### config.mk
export PLATFORM = sky130hd
export DESIGN_NAME = alu4_issue_ctrl
export DESIGN_NICKNAME = d
export VERILOG_FILES = /design/src/rtl/alu4_pkg.sv /design/src/rtl/alu4_mul_step.sv /design/src/rtl/alu4_issue_ctrl.sv
export SDC_FILE = /design/constraint.sdc
export NUM_CORES = 1
export LEC_CHECK = 0
export CAP_MARGIN = 20
export CORE_MARGIN = 2
export CORE_UTILIZATION = 50
export CTS_BUF_LIST = sky130_fd_sc_hd__clkbuf_8
export DETAILED_ROUTE_END_ITERATION = 12
export PLACE_DENSITY = 0.8
export SLEW_MARGIN = 25
export SYNTH_ARGS = -nofsm -noshare
export SYNTH_HDL_FRONTEND = slang
export SYNTH_SLANG_ARGS = --single-unit
### constraint.sdc
create_clock -name clk -period 2.2 [get_ports clk]
set_clock_uncertainty 0.15 [all_clocks]
set_input_delay 0.33 -clock clk [delete_from_list [all_inputs] [get_ports clk]]
set_output_delay 0.33 -clock clk [all_outputs]
set_load 0.01 [all_outputs]
### src/rtl/alu4_pkg.sv
// Shared constants for the 4-bit ALU issue controller: ALU Signal codes, request opcodes,
// FSM state codes and the opcode classifier.
package alu4_pkg;

  localparam int ALU4_WIDTH = 4;

  localparam logic [2:0] SIG_AND = 3'b000;
  localparam logic [2:0] SIG_OR  = 3'b001;
  localparam logic [2:0] SIG_ADD = 3'b010;
  localparam logic [2:0] SIG_SUB = 3'b110;
  localparam logic [2:0] SIG_SLT = 3'b111;

  // Single-cycle opcodes reuse the ALU Signal code directly
  localparam logic [2:0] OP_AND = 3'b000;
  localparam logic [2:0] OP_OR  = 3'b001;
  localparam logic [2:0] OP_ADD = 3'b010;
  localparam logic [2:0] OP_SUB = 3'b110;
  localparam logic [2:0] OP_SLT = 3'b111;
  localparam logic [2:0] OP_MUL = 3'b011;

  typedef logic [1:0] state_t;
  localparam state_t ST_IDLE = 2'd0;
  localparam state_t ST_EXEC = 2'd1;
  localparam state_t ST_MUL  = 2'd2;
  localparam state_t ST_RESP = 2'd3;

  typedef enum logic [1:0] {
    CLS_SINGLE,
    CLS_MUL,
    CLS_ILLEGAL
  } op_class_e;

  function automatic op_class_e op_class(input logic [2:0] op);
    case (op)
      OP_AND, OP_OR, OP_ADD, OP_SUB, OP_SLT: return CLS_SINGLE;
      OP_MUL:                                return CLS_MUL;
      default:                               return CLS_ILLEGAL;
    endcase
  endfunction

endpackage

### src/rtl/alu4_mul_step.sv
// Shift-add multiplier registers (hi/lo/mcand and a down-counting step timer).
// The ALU performs the add; this block only supplies the addend and shifts the sum in.
module alu4_mul_step #(
  parameter int WIDTH     = 4,
  parameter int MUL_STEPS = WIDTH
) (
  input  logic                 clk,
  input  logic                 reset,
  input  logic                 load,
  input  logic                 step,
  input  logic [WIDTH-1:0]     a,
  input  logic [WIDTH-1:0]     b,
  input  logic [WIDTH-1:0]     alu_out,
  input  logic                 alu_cout,
  output logic [WIDTH-1:0]     hi,
  output logic [WIDTH-1:0]     addend,
  output logic [2*WIDTH-1:0]   prod_nxt,
  output logic                 last
);

  localparam int CW = $clog2(MUL_STEPS + 1);

  logic [WIDTH-1:0] lo;
  logic [WIDTH-1:0] mcand;
  logic [CW-1:0]    cnt;

  assign addend   = lo[0] ? mcand : '0;
  // The 5-bit ALU sum becomes the new top of the product; lo shifts right by one
  assign prod_nxt = {alu_cout, alu_out, lo[WIDTH-1:1]};
  assign last     = (cnt == CW'(1));

  always_ff @(posedge clk) begin
    if (reset) begin
      hi    <= '0;
      lo    <= '0;
      mcand <= '0;
      cnt   <= '0;
    end else if (load) begin
      hi    <= '0;
      lo    <= b;
      mcand <= a;
      cnt   <= CW'(MUL_STEPS);
    end else if (step) begin
      {hi, lo} <= prod_nxt;
      cnt      <= cnt - CW'(1);
    end
  end

endmodule

### src/rtl/alu4_issue_ctrl.sv
// Sequencing master for the 4-bit ripple ALU: issues single-cycle ops and shift-add MUL,
// returns the result on a valid/ready port. Define ALU4_ISSUE_OVF_EN to add rsp_ovf.
//
// state | meaning
// IDLE  | req_ready high, waiting for a request
// EXEC  | latched op on the ALU bus, result sampled at the closing edge
// MUL   | one shift-add step per cycle through the ALU adder
// RESP  | rsp_valid high, result held until rsp_ready
module alu4_issue_ctrl
  import alu4_pkg::*;
#(
  parameter int WIDTH     = ALU4_WIDTH,
  parameter int MUL_STEPS = WIDTH
) (
  input  logic               clk,
  input  logic               reset,
  input  logic               req_valid,
  output logic               req_ready,
  input  logic [2:0]         req_op,
  input  logic [WIDTH-1:0]   req_a,
  input  logic [WIDTH-1:0]   req_b,
  output logic               rsp_valid,
  input  logic               rsp_ready,
  output logic [2*WIDTH-1:0] rsp_data,
  output logic               rsp_cout,
  output logic               rsp_err,
  output logic [WIDTH-1:0]   alu_a,
  output logic [WIDTH-1:0]   alu_b,
  output logic [2:0]         alu_signal,
  output logic               alu_cin,
  input  logic [WIDTH-1:0]   alu_out,
  input  logic               alu_cout
`ifdef ALU4_ISSUE_OVF_EN
  ,
  output logic               rsp_ovf
`endif
);

  state_t           state;
  op_class_e        req_cls;
  logic             accept;
  logic [WIDTH-1:0] ex_a;
  logic [WIDTH-1:0] ex_b;
  logic [2:0]       ex_sig;
  logic             ex_cin;

  logic               mul_load;
  logic               mul_step;
  logic               mul_last;
  logic [WIDTH-1:0]   mul_hi;
  logic [WIDTH-1:0]   mul_addend;
  logic [2*WIDTH-1:0] mul_prod_nxt;

  assign req_cls   = op_class(req_op);
  assign accept    = (state == ST_IDLE) && req_valid;
  assign req_ready = (state == ST_IDLE);
  assign rsp_valid = (state == ST_RESP);
  assign mul_load  = accept && (req_cls == CLS_MUL);
  assign mul_step  = (state == ST_MUL);

  alu4_mul_step #(
    .WIDTH     (WIDTH),
    .MUL_STEPS (MUL_STEPS)
  ) u_mul (
    .clk      (clk),
    .reset    (reset),
    .load     (mul_load),
    .step     (mul_step),
    .a        (req_a),
    .b        (req_b),
    .alu_out  (alu_out),
    .alu_cout (alu_cout),
    .hi       (mul_hi),
    .addend   (mul_addend),
    .prod_nxt (mul_prod_nxt),
    .last     (mul_last)
  );

  // Outside MUL the bus shows the last latched single-cycle request
  always_comb begin
    alu_a      = ex_a;
    alu_b      = ex_b;
    alu_signal = ex_sig;
    alu_cin    = ex_cin;
    if (state == ST_MUL) begin
      alu_a      = mul_hi;
      alu_b      = mul_addend;
      alu_signal = SIG_ADD;
      alu_cin    = 1'b0;
    end
  end

  always_ff @(posedge clk) begin
    if (reset) begin
      state    <= ST_IDLE;
      ex_a     <= '0;
      ex_b     <= '0;
      ex_sig   <= SIG_AND;
      ex_cin   <= 1'b0;
      rsp_data <= '0;
      rsp_cout <= 1'b0;
      rsp_err  <= 1'b0;
    end else begin
      case (state)
        ST_IDLE: begin
          if (req_valid) begin
            case (req_cls)
              CLS_SINGLE: begin
                ex_a    <= req_a;
                ex_b    <= req_b;
                ex_sig  <= req_op;
                ex_cin  <= (req_op == OP_SUB) || (req_op == OP_SLT);
                rsp_err <= 1'b0;
                state   <= ST_EXEC;
              end
              CLS_MUL: begin
                rsp_err <= 1'b0;
                state   <= ST_MUL;
              end
              default: begin
                rsp_err  <= 1'b1;
                rsp_data <= '0;
                rsp_cout <= 1'b0;
                state    <= ST_RESP;
              end
            endcase
          end
        end
        ST_EXEC: begin
          rsp_data <= {{WIDTH{1'b0}}, alu_out};
          rsp_cout <= alu_cout;
          state    <= ST_RESP;
        end
        ST_MUL: begin
          if (mul_last) begin
            rsp_data <= mul_prod_nxt;
            rsp_cout <= 1'b0;
            state    <= ST_RESP;
          end
        end
        ST_RESP: begin
          if (rsp_ready) state <= ST_IDLE;
        end
        default: state <= ST_IDLE;
      endcase
    end
  end

`ifdef ALU4_ISSUE_OVF_EN
  // Subtraction overflows like an add of the inverted B operand
  logic ovf_sa;
  logic ovf_sb;
  logic ovf_sr;
  logic ovf_arith;

  assign ovf_sa    = ex_a[WIDTH-1];
  assign ovf_sb    = ex_b[WIDTH-1] ^ (ex_sig == SIG_SUB);
  assign ovf_sr    = alu_out[WIDTH-1];
  assign ovf_arith = (ex_sig == SIG_ADD) || (ex_sig == SIG_SUB);

  always_ff @(posedge clk) begin
    if (reset) begin
      rsp_ovf <= 1'b0;
    end else if (state == ST_EXEC) begin
      rsp_ovf <= ovf_arith && (ovf_sa == ovf_sb) && (ovf_sr != ovf_sa);
    end else if (accept) begin
      rsp_ovf <= 1'b0;
    end
  end
`endif

endmodule

Word level (Yosys, flattened, before mapping)
Cells that the tools add are included.

$add $sub $neg: 1. Equality and inequality tests: 14. Muxes and demuxes: 24. Reduce and logical (&&, ||, !) cells: 15.

Operators by type and width (number): 8-bit two-way mux (3); 8-bit one-hot mux with 3 select lines (1); 4-bit two-way mux (5); 3-bit two-way mux (3); 2-bit one-hot mux with 2 select lines (2); 2-bit one-hot mux with 4 select lines (1); 3-bit by 1-bit == test with 1-bit output, second input constant (2); 3-bit by 2-bit == test with 1-bit output, second input constant (2); 3-bit == test, second input constant (2); 2-bit two-way mux (3); 3-bit AND reduction (2); 1-bit two-way mux (5); 5-bit OR reduction (1); 2-bit by 1-bit == test with 1-bit output, second input constant (2); 2-bit == test, second input constant (2); 2-bit zero test (2); 2-bit by 1-bit != test with 1-bit output, second input constant (2); 2-bit != test, second input constant (2); 4-bit AND reduction (1); 2-bit OR reduction (2); 3-bit zero test (1); 1-bit one-hot mux with 3 select lines (1); 3-bit nonzero test (1); 3-bit by 1-bit subtractor with 3-bit output, second input constant (1); 4 further kinds (5).

Register bits after elaboration: 39. Output and inout bits: 24. Logic and storage cells: 67.

Logic depth before layout (Yosys ltp)
Gate-level depths: netlist (run 1).

Depth in word-level cells: 8. Depth in mapped cells: 8. Gate-level depth less buffers: 6.

Modules after synthesis
A second synthesis (run 1) with hierarchy kept.

Cells, all modules: 211. Area total of the unflattened synthesis: 2024.4 um^2.

Modules (own cells, without submodules): alu4_issue_ctrl (instances 1, cells an instance 138, area each 1301.2 um^2, seq. area each 480.5 um^2); alu4_mul_step (instances 1, cells an instance 73, area each 723.2 um^2, seq. area each 300.3 um^2).

Least setup slack after synthesis (run 1)
Ideal clock, no wire load.

Kind: reg-to-output. Start point: register state[0]. End point: output port alu_a[0]. Data arrival time: 1.307 ns. Slack: 0.413 ns. Cell stages (with the launch flop): 6. Buffers on the path: 2. Cells stage by stage: dfxtp_1 -> inv_1 -> ha_1 -> buf_2 -> buf_2 -> mux2_2.

Cells in the longest elaborated chain, start to end: 2.

RTL lines: from (decl) (line alu4_issue_ctrl.sv:39) `state_t state;`; from (signal assigned) (line alu4_issue_ctrl.sv:95) `state <= ST_IDLE;`; from (signal assigned) (line alu4_issue_ctrl.sv:114) `state <= ST_EXEC;`; from (signal assigned) (line alu4_issue_ctrl.sv:118) `state <= ST_MUL;`; 2-bit == test (line alu4_issue_ctrl.sv:85) `if (state == ST_MUL) begin`; 4-bit two-way mux (line alu4_issue_ctrl.sv:85); to (decl) (line alu4_issue_ctrl.sv:27) `output logic [WIDTH-1:0] alu_a,`.

No other way between the ends.

Worst setup path after layout (run 1)
Start point: register state[0]. End point: output port alu_a[3].

Same word-level chain as after synthesis.

==> run metrics, run 1 <==
Main synth FF type=dfxtp_1; top post-synthesis cells by area=dfxtp_1 42%, mux2i_1 11%, nor2_1 5.5%; Sink Count=39; Setup crit end kind=output pin; Antenna Violating Nets Remaining=0; sequential fraction of the synthesis area=42.16%; leakage power=1.031 nW; Hold Path Depth=2; WS Path Type=reg -> out; syn_area_per_cell=9.213 um^2; Synth Register Bits=39; most frequent cell after synthesis=dfxtp_1; minimum clock period=2.135 ns; Post-Synth Simple-Gate Area=18.11%; design area=2490 um^2; worst vdd ir=768.8 uV; htree depth=2; Critical Path Fanout Max=10; Synth cell types=37; Congestion Overflow GR=0; Arr. time, crit path=1.66 ns; RSZ-0062 raised after global routing=false; DP Area=2337 um^2; Synth Area in Compound Gates=14.19%; Tcrit/Tclk final=97.05%; max-slew violations=0; multiplexer area fraction after synthesis=14.46%; Reg2Reg Setup Slack=0.34 ns; Remaining DRCs=0; total wire length=3.965 mm; maxcap violations=0; status=finished, final reports clean; Synth Area in Adders=4.054%; reg-to-reg critical path startpoint=state[1]$_SDFFE_PP0P_; vias in the first global route=1,459; input/output buffers=43; Worst Hold Endpoint=ex_sig[2]$_SDFFE_PP0P_; Initial Util=51.35%; P&R area growth vs syn=34.46%; worst-case clock buffer depth=2; latest clock arrival within the worst-skew pair=0.29 ns; Post-synth EDFFs=0; Synthesis Warnings=0; Post-DP HPWL=2.801 mm; post-synth top area cell=dfxtp_1; CTS root buf=clkbuf_8; combinational family with the most area after synthesis=simple AND/OR/NAND/NOR gates; worst reg-to-reg path cell count=7; antenna violations before repair=0; TritonCTS buffer count=5; core area=3606 um^2; Die ar.=4206 um^2; share of Yosys cell area claimed by the top area cell type=42.16%; setup TNS=0 ns; nets=272; Via density=5.203; DR vias=1,535; Mapped Cells=201; PD cells=1036 nW/um^2; Rel. slew slack=73.02%; final hold violation count=0; std cell rows=22; TritonRoute pass-1 iters=4; slew of the pin with the lowest slew margin=0.4046 ns; die height=64.86 um; reg2reg end=ex_a[2]$_SDFFE_PP0P_; Worst Setup Start Kind=flip-flop; GP Congestion=0.7881; largest net degree at the start of global routing=18; Worst EP required=1.72 ns; ys async rst share=0%; Mapped Area=1852 um^2; drt initial violations=63; xor and xnor area share after synthesis=0.9459%; Post-synth top cells=39 x dfxtp_1, 27 x nor2_1, 20 x mux2i_1; hold_sp=ex_sig[2]$_SDFFE_PP0P_; CTS Hold Buffers Added=0; routed length per instance=13.44 um; syn_nets=227; gr usage total=20.52%; Die X=64.86 um; CTS tree=built; first-pass GRT wire length=6.630 mm; antenna cells=0; Max Fclk=468.4 MHz; filler cell count=301; Setup violations, final=0; IO Count=44; CTS clk-pin slew, worst paths=0.07 ns; share of cells above drive strength 1=13.36%; worst min path class=reg -> reg; post-CTS setup buffer count=0
logic make-up (layout without fill, tap and decap cells):
family                     Yosys count  after routing
and+or+nand+nor                     62             62
AOI/OAI and AO/OA                   44             44
DFF                                 39             39
muxes                               26             26
buffers and inverters               22             68
adders and majority gates            6              6
xor gates and xnor gates             2              2
how the worst max path moves through the flow:
| stage | startpoint | endpoint | slack (ns) | cells after the start |
|---|---|---|---|---|
| finish | state[0]$_SDFFE_PP0P_ | alu_a[3] | 0.06 | 5 |
| global route | state[0]$_SDFFE_PP0P_ | alu_a[3] | 0.0005 | 5 |
| CTS | state[0]$_SDFFE_PP0P_ | alu_cin | 0.03 | 5 |
| detailed placement | state[0]$_SDFFE_PP0P_ | alu_a[3] | 0.04 | 5 |
| global placement | state[0]$_SDFFE_PP0P_ | alu_a[3] | 0.08 | 5 |
| floorplan | state[0]$_SDFFE_PP0P_ | alu_a[0] | 0.41 | 5 |
layout by cell type, fill, tap and decap left out, types with 6 or more instances in the layout:
| master | synthesis | routed |
|---|---|---|
| clkbuf_8 | 1 | 7 |
| mux2i_1 | 20 | 20 |
| nor2_1 | 27 | 27 |
| o21ai_0 | 13 | 13 |
| mux2_2 | 6 | 6 |
| nand4_1 | 8 | 8 |
| dfxtp_1 | 39 | 38 |
| dlygate4sd2_1 | 0 | 9 |
| clkdlybuf4s50_1 | 0 | 31 |
| a21oi_1 | 17 | 17 |
| inv_1 | 9 | 9 |
through the flow:
stage	worst slack [ns]	utilization (%)	total power, mW	hold WS, ns	std cells
2_1_floorplan	0.4129	-	1.660	0.2901	201
4_1_cts	0.03142	68.74	2.586	0.3172	295
5_1_grt	0.0005285	69.05	2.741	0.3447	295
6_report	0.06491	69.05	2.581	0.3223	295
3_5_place_dp	0.03970	64.82	1.994	0.3049	286
3_3_place_gp	0.08456	64.82	1.977	0.3034	286
layout make-up:
class                   count  area (um^2)  share of cell area [%]
flip-flops and latches     39        782.0                   31.41
clock inverters             1        3.754                  0.1508
inverters                  10        37.54                   1.508
repair buffers             50        536.8                   21.56
clock buffers               7        96.34                   3.869
multi-input cells         140        973.4                   39.10
well taps                  48        60.06                   2.412
sequential cells by signal (all words and copies together) (netlist names), 2 cells and up:
signal,cells
rsp_data,8
ex_a,4
ex_b,4
u_mul.hi,4
u_mul.lo,4
u_mul.mcand,4
ex_sig,3
u_mul.cnt,3
state,2
routing by layer:
layer / wire length (um) / global-route usage (%)
met1: 1835 / 25.87
met4: 39 / 5.585
met5: 0 / 0
met2: 1884 / 33.63
met3: 206 / 6.597
power by group:
part | leakage (nW) | internal, mW | switching [mW]
Clock | 0.0557 | 0.281 | 0.231
Combinational | 0.658 | 0.585 | 0.597
Sequential | 0.318 | 0.816 | 0.0703
what timing repair did:
item,in CTS,in global routing
gates cloned,1,0
resized for setup,15,4
endpoints found under the setup margin,12,4
worst max-delay path: stages (launching register included):
cell           delay, ns
dfxtp_2             0.34
inv_2               0.09
ha_4                0.18
buf_8               0.14
mux2_2              0.33
dlygate4sd2_1       0.28
Power figures use the tool's default switching activity.
==> inputs of run 2 (changes only) <==
GPL_ROUTABILITY_DRIVEN = 0   (was unset)
clock period = 2.6 ns   (was 2.2 ns; I/O delays follow)
==> run 2 against run 1 <==
Cell area fell by 3.5%. Critical path type unchanged. Core utilization shrank 2.4 points. First-iteration DRC count is 62% higher. Power fell by 20%. Routed wire length grew 2.5%. Largest power group unchanged. Via count grew 1.9%. Combinational power fell by 23%. Worst setup slack gained 0.033 ns. Clock power shrank 22%. Flip-flop and latch count unchanged.
==> run metrics, run 2 (synthesis results as in run 1) <==
status=finished, final reports clean; std cell rows=22; minimum clock period=2.502 ns; leakage power=0.9162 nW; Switching Share=37.31%; Initial Util=51.35%; die height=64.86 um; Sink Count=39; worst min path class=reg -> reg; final hold violation count=0; share of cells above drive strength 1=12.15%; total power=2.055 mW; max-slew violations=0; filler cell count=296; htree depth=2; worst vdd ir=545.0 uV; Critical Path Fanout Max=16; RSZ-0062 raised after global routing=false; gr usage total=21.33%; Clk pwr share=19.4%; largest net degree at the start of global routing=17; Via density=5.302; final hold slack=0.3190 ns; total wire length=4.065 mm; Die ar.=4206 um^2; number of flip-flops in the largest register=8; IO Count=44; CTS root buf=clkbuf_8; Comb pwr share=44.3%; sequential share of power=36.4%; Post-DP HPWL=2.973 mm; Max Fclk=399.7 MHz; post-CTS sizing=0; first-pass GRT wire length=6.824 mm; setup TNS=0 ns; antenna violations before repair=0; PD cells=854.8 nW/um^2; vias in the first global route=1,501; WS Path Type=reg -> out; antenna cells=0; Setup WS post-layout=0.09808 ns; Pint=1.288 mW; Worst EP required=2.06 ns; maxcap violations=0; Worst Setup Start Kind=flip-flop; worst-case clock buffer depth=2; Die X=64.86 um; Net Switching=0.7665 mW; Setup violations, final=0; Antenna Violating Nets Remaining=0; input/output buffers=43; Most flops, register=rsp_data; nets=272; Rel. slew slack=72.35%; drt initial violations=102; pre-CTS setup slack=0.4383 ns; TritonRoute pass-1 iters=4; most frequent cells in the layout=43 x clkdlybuf4s50_1, 39 x dfxtp_1, 27 x nor2_1; Arr. time, crit path=1.96 ns; CTS Hold Buffers Added=0; latest clock arrival within the worst-skew pair=0.30 ns; post-CTS setup buffer count=0; core area=3606 um^2; Tcrit/Tclk final=96.23%; Remaining DRCs=0; Congestion Overflow GR=0; CTS clk-pin slew, worst paths=0.07 ns; slew of the pin with the lowest slew margin=0.4147 ns; DR vias=1,564; commonest non-fill, non-tap cell in the layout=clkdlybuf4s50_1; fin cells=295; P&R area growth vs syn=29.80%; dpl cells=287; Setup crit end kind=output pin; CTS tree=built; TritonCTS buffer count=5; routed length per instance=13.78 um
[run 2: path summary, 6_finish.rpt]
| check | startpoint | endpoint | slack [ns] | cells after the start |
|---|---|---|---|---|
| worst max-delay path | state[0]$_SDFFE_PP0P_ | alu_b[1] | 0.1 | 5 |
| worst min-delay path | ex_sig[2]$_SDFFE_PP0P_ | ex_sig[2]$_SDFFE_PP0P_ | 0.32 | 2 |
| worst max register to register | state[1]$_SDFFE_PP0P_ | ex_a[2]$_SDFFE_PP0P_ | 0.50 | 7 |
| worst min register to register | ex_sig[2]$_SDFFE_PP0P_ | ex_sig[2]$_SDFFE_PP0P_ | 0.32 | 2 |
[run 2: cell type report]
type	count	area, um^2	area share, %
Timing Repair Buffer	50	483.0	20.09
Clock buffer	5	68.82	2.863
Clock inverter	3	15.01	0.6247
Tap cell	48	60.06	2.499
Sequential cell	39	780.7	32.48
Multi-Input combinational cell	140	958.4	39.87
Inverter	10	37.54	1.562
[run 2: metal layers]
metal  vias up  GRT usage [%]  share of wire (%)
met3         7          5.729                4.5
met4         0          10.64                2.0
li1        794              -                  -
met1       721          25.97                 46
met5         -              0                  0
met2        42          34.54                 48
[run 2: power groups by stage]
| stage | Clock (mW) | Combinational, mW | Sequential, mW |
|---|---|---|---|
| after floorplan | 0 | 0.656 | 0.749 |
| after global placement | 0 | 0.884 | 0.752 |
| after detailed placement | 0 | 0.902 | 0.757 |
| after CTS | 0.408 | 0.911 | 0.745 |
| after global routing | 0.435 | 0.999 | 0.757 |
| final | 0.398 | 0.910 | 0.747 |
[run 2: worst max-delay path, stage by stage (launching register included)]
cell and delay (ns):
dfxtp_1 0.39, inv_1 0.09, ha_1 0.21, buf_4 0.19, o21ai_0 0.20, clkdlybuf4s50_1 0.57
[run 2: metrics by stage]
stage	util [%]	instance area (um^2)
2_1_floorplan	-	1852
3_3_place_gp	64.33	2320
5_1_grt	66.66	2404
3_5_place_dp	64.33	2320
6_report	66.66	2404
4_1_cts	66.66	2404
==> inputs of run 3 (changes only) <==
==> constraint.sdc (replaced) <==
create_clock -name clk -period 2.6 [get_ports clk]
set_clock_uncertainty 0.15 [all_clocks]
set_input_delay 0.78 -clock clk [delete_from_list [all_inputs] [get_ports clk]]
set_output_delay 0.78 -clock clk [all_outputs]
set_load 0.01 [all_outputs]
==> run 3 against run 2 <==
Routed wire length grew 0.52%. Global-route usage down 1.1 points. Worst setup slack lost 0.010 ns. First-iteration DRC count is 25% higher. Count of clock-buffer cells in the layout up 2. Power increased by 7.6%. Sequential power about the same. Worst hold slack about the same. Cell count up 3.1%. Largest cell class unchanged.
==> run metrics, run 3 (synthesis results as in run 1) <==
status=finished, final reports clean; worst min path class=reg -> reg; commonest non-fill, non-tap cell in the layout=dfxtp_1; Antenna Violating Nets Remaining=0; Crit path largest cell delay=0.32 ns; IO Count=44; Worst Setup Start Kind=flip-flop; slew of the pin with the lowest slew margin=0.3594 ns; critical-path cell list=inv_2, ha_4, buf_6, mux2_2, dlygate4sd2_1; antenna violations before repair=0; Remaining DRCs=0; worst-case clock buffer depth=2; drt initial violations=127; worst vdd ir=486.2 uV; Worst EP required=1.67 ns; maxcap violations=0; CTS tree=built; Arr. time, crit path=1.58 ns; Via density=5.276; PD cells=882.3 nW/um^2; leakage power=1.020 nW; WS Path Type=reg -> out; Post-DP HPWL=2.885 mm; design area=2506 um^2; number of flip-flops in the largest register=8; latest clock arrival within the worst-skew pair=0.29 ns; largest net degree at the start of global routing=20; Die ar.=4206 um^2; Rel. slew slack=75.99%; antenna cells=0; vias in the first global route=1,451; DP Area=2355 um^2; minimum clock period=2.512 ns; routed length per instance=13.44 um; core area=3606 um^2; Max Fclk=398.1 MHz; Sink Count=39; CTS clk-pin slew, worst paths=0.08 ns; Setup violations, final=0; std cell rows=22; Tcrit/Tclk final=96.61%; input/output buffers=43; Congestion Overflow GR=0; Initial Util=51.35%; Crit-path slowest cell=dfxtp_1; Die X=64.86 um; CTS root buf=clkbuf_8; most frequent cells in the layout=38 x dfxtp_1, 31 x clkdlybuf4s50_1, 27 x nor2_1; TritonCTS buffer count=5; gr usage total=20.21%; P&R area growth vs syn=35.34%; Setup crit end kind=output pin; htree depth=2; share of cells above drive strength 1=16.02%; die height=64.86 um; Reg2Reg Setup Slack=0.69 ns; total wire length=4.086 mm; TritonRoute pass-1 iters=4; Critical Path Fanout Max=5; final hold violation count=0; max-slew violations=0; Most flops, register=rsp_data; setup TNS=0 ns; DR vias=1,604; nets=281; first-pass GRT wire length=6.575 mm; RSZ-0062 raised after global routing=false
## run 3: cell types whose count changed in the layout (fill, tap and decap cells not counted)
cell,change
dlygate4sd2_1,+10
clkdlybuf4s50_1,-12
clkdlybuf4s15_1,+2
ha_4,+1
dfxtp_2,+1
clkinv_2,-3
buf_4,+5
inv_2,+1
dfxtp_1,-1
buf_6,+2
ha_1,-1
clkbuf_8,+2
buf_2,+1
buf_12,+1
## run 3: cell type report
cell class              instances  area, um^2
clock buffers                   7       96.34
clock inverters                 1       3.754
fillers                       318        1100
inverters                      10       37.54
multi-input cells             140       970.9
flip-flops and latches         39       782.0
well taps                      48       60.06
repair buffers                 59       555.5
## run 3: worst paths after layout
check                              from                    end  cells after the start
setup / recovery  state[0]$_SDFFE_PP0P_               alu_a[1]                      5
hold reg to reg     ex_cin$_SDFFE_PP0P_    ex_cin$_SDFFE_PP0P_                      2
hold / removal      ex_cin$_SDFFE_PP0P_    ex_cin$_SDFFE_PP0P_                      2
setup reg to reg  state[0]$_SDFFE_PP0P_  state[1]$_SDFFE_PP0P_                      8
## run 3: power breakdown
group | switching, mW | total (mW) | internal, mW
registers | 0.0551 | 0.745 | 0.690
clock network | 0.211 | 0.449 | 0.238
logic | 0.528 | 1.02 | 0.489
## run 3: what timing repair did
action                                 CTS  global route
buffers inserted                         1             4
endpoints found under the hold margin    0             0
setup endpoints to repair               12             4
hold buffers                             0             0
gates resized for setup                 15             5
cloned                                   0             1
## run 3: critical path, delay by kind of cell, from the launching register on
family | cells | cell delay (ns)
buffers and inverters | 3 | 0.49
DFF | 1 | 0.32
muxes | 1 | 0.32
adders and majority gates | 1 | 0.16
## run 3: routing by layer
metal	GRT usage (%)	part of all wire [%]	vias to the layer above
li1	-	-	806
met4	7.181	1.6	0
met3	4.340	5.1	9
met1	26.57	48	738
met5	0	0	-
met2	32.60	45	51
## run 3: per-stage QoR
stage               hold slack, ns  setup slack [ns]  util, %  total power, mW  instances
CTS                         0.3188          0.002031    68.15            2.145        299
global placement            0.3006           0.09321    65.30            1.690        290
global route                0.3430           0.02728    69.50            2.340        304
finish                      0.3191           0.08813    69.50            2.211        304
floorplan                   0.2901            0.3629        -            1.405        201
detailed placement          0.3062           0.07514    65.30            1.705        290
==> variant: new RTL, settings of run 3 <==
`ALU4_WIDTH`: 4 -> 8.
--- a/src/rtl/alu4_pkg.sv
+++ b/src/rtl/alu4_pkg.sv
@@ -3,5 +3,5 @@
 package alu4_pkg;
 
-  localparam int ALU4_WIDTH = 4;
+  localparam int ALU4_WIDTH = 8;
 
   localparam logic [2:0] SIG_AND = 3'b000;
Interface: changed (6 resized); port bits go from 44 to 72. The function was not compared with the original's and may differ.
==> variant against run 3 <==
Register-to-register slack got worse by 140 ps; total power grew 69%; design area up 65%; synthesized area rose by 66%; die area is 62% higher; routed wire length rose by 93%; cell count up 71%; hold slack lost 14 ps; utilization up 0.24 points; sequential cell count is 29 higher; setup slack lost 18 ps; critical path type unchanged; critical endpoint unchanged; largest power group unchanged; highest routed layer unchanged.
==> variant: results (changes against run 3) <==
[final_layout]
largest_register_ffs=16  ; +8

[global_route]
grt_pass1_wl_mm=12.9  ; +96%
grt.met1_usage_pct=32.5  ; +5.9 points
grt_pass1_vias=2727  ; +88%
grt_max_degree=25  ; +25%
track_usage_pct=25.2  ; +5.0 points

[setup_path]
cp_max_fo=9  ; +4
timing.reg2reg.worst_path_depth=9  ; +1
cp_data_arrival_time_ps=1600  ; +20 ps

[power]
vdd_drop_max_uv=680  ; +40%
p_leak_nw=1.57  ; +53%

[clocking]
numCtsBuffers=9  ; +4
cts_max_level=3  ; +1
clk-insertion-delay-late_ps=350  ; +60 ps

[placement]
hpwl_mm=5.64  ; +95%
port_buffers=71  ; +65%

[routing]
wl_per_cell_um=15.1  ; +12%
drtIter0Drc=121  ; -4.7%

[sta]
tightest_slew_ps=404  ; +44.9 ps
holdWs_ps=305  ; -14.1 ps

[run_status]
status=finished, final reports clean

[synth]
synth_adder_area_share_pct=2.84  ; -1.2 points
synthXorXnorAreaFrac_pct=0.853  ; -0.093 points
synth_cell_types=41  ; +11%
ys_seq_area_share_pct=44.2  ; +2.0 points
synth_common_cells=dfxtp_1 (68), nand2_1 (51), a21oi_1 (49)

-- variant: cell count changes after synthesis, moves of 5 or more --
cell / run 3 / this run
nand4_1: 8 / 16
dfxtp_1: 39 / 68
a21oi_1: 17 / 49
mux2i_1: 20 / 15
inv_1: 9 / 14
clkbuf_1: 4 / 14
o21ai_0: 13 / 25
nand2_1: 5 / 51
nand2_2: 0 / 6
-- variant: cell families (layout without fill, tap and decap cells) --
family                     Yosys count  count (layout)
and+or+nand+nor                    123             123
xor gates and xnor gates             3               3
buffers and inverters               40             123
muxes                               25              25
DFF                                 68              68
AOI/OAI and AO/OA                   97              97
adders and majority gates            7               7
-- variant: critical path: stages, from the launching register on --
cell,delay [ps]
dfxtp_2,340
inv_2,50
ha_4,180
buf_8,140
buf_4,130
mux2_4,290
buf_6,120
-- variant: worst min-delay path by stage --
stage,startpoint,to
2_1_floorplan,ex_sig[1],ex_sig[1]
3_3_place_gp,ex_sig[1],ex_sig[1]
3_5_place_dp,ex_cin,ex_cin
4_1_cts,ex_cin,ex_cin
5_1_grt,ex_cin,ex_cin
6_report,ex_cin,ex_cin
-- variant: through the flow --
stage | setup WS [ps] | cell area [µm²] | setup TNS [ps] | total power [W] | std cells
finish | 70.3 | 4130 | 0 | 0.00374 | 521
global route | 16.6 | 4130 | 0 | 0.00397 | 521
CTS | -29.8 | 4140 | -29.8 | 0.00375 | 522
detailed placement | 19.6 | 3920 | 0 | 0.00280 | 501
global placement | 68.4 | 3920 | 0 | 0.00276 | 501
floorplan | 197 | 3080 | 0 | 0.00223 | 363
-- variant: what timing repair did --
action                                  in CTS  in global routing
resized for setup                           50                  3
endpoints found under the setup margin      20                  8
pin swaps                                    1                  0
buffers inserted                             6                  0
-- variant: area by class of cell --
cell class                 instances  area, µm²
multi-input combinational        255       1550
sequential                        68       1360
clock inverter                     7       91.3
inverter                          14       52.6
fill                             507       1790
timing repair buffer              93        858
clock buffer                       9        124
tap                               75       93.8
-- variant: routing by layer --
metal | vias to the layer above | part of all wire (%)
li1 | 1419 | -
met1 | 1327 | 45
met2 | 90 | 48
met3 | 11 | 5.8
met4 | 0 | 1.2
met5 | - | 0
-- variant: power breakdown --
part           switching [W]  internal (W)  leakage [nW]
registers          0.0000918       0.00118         0.553
logic               0.000836      0.000689         0.903
clock network       0.000406      0.000535         0.109
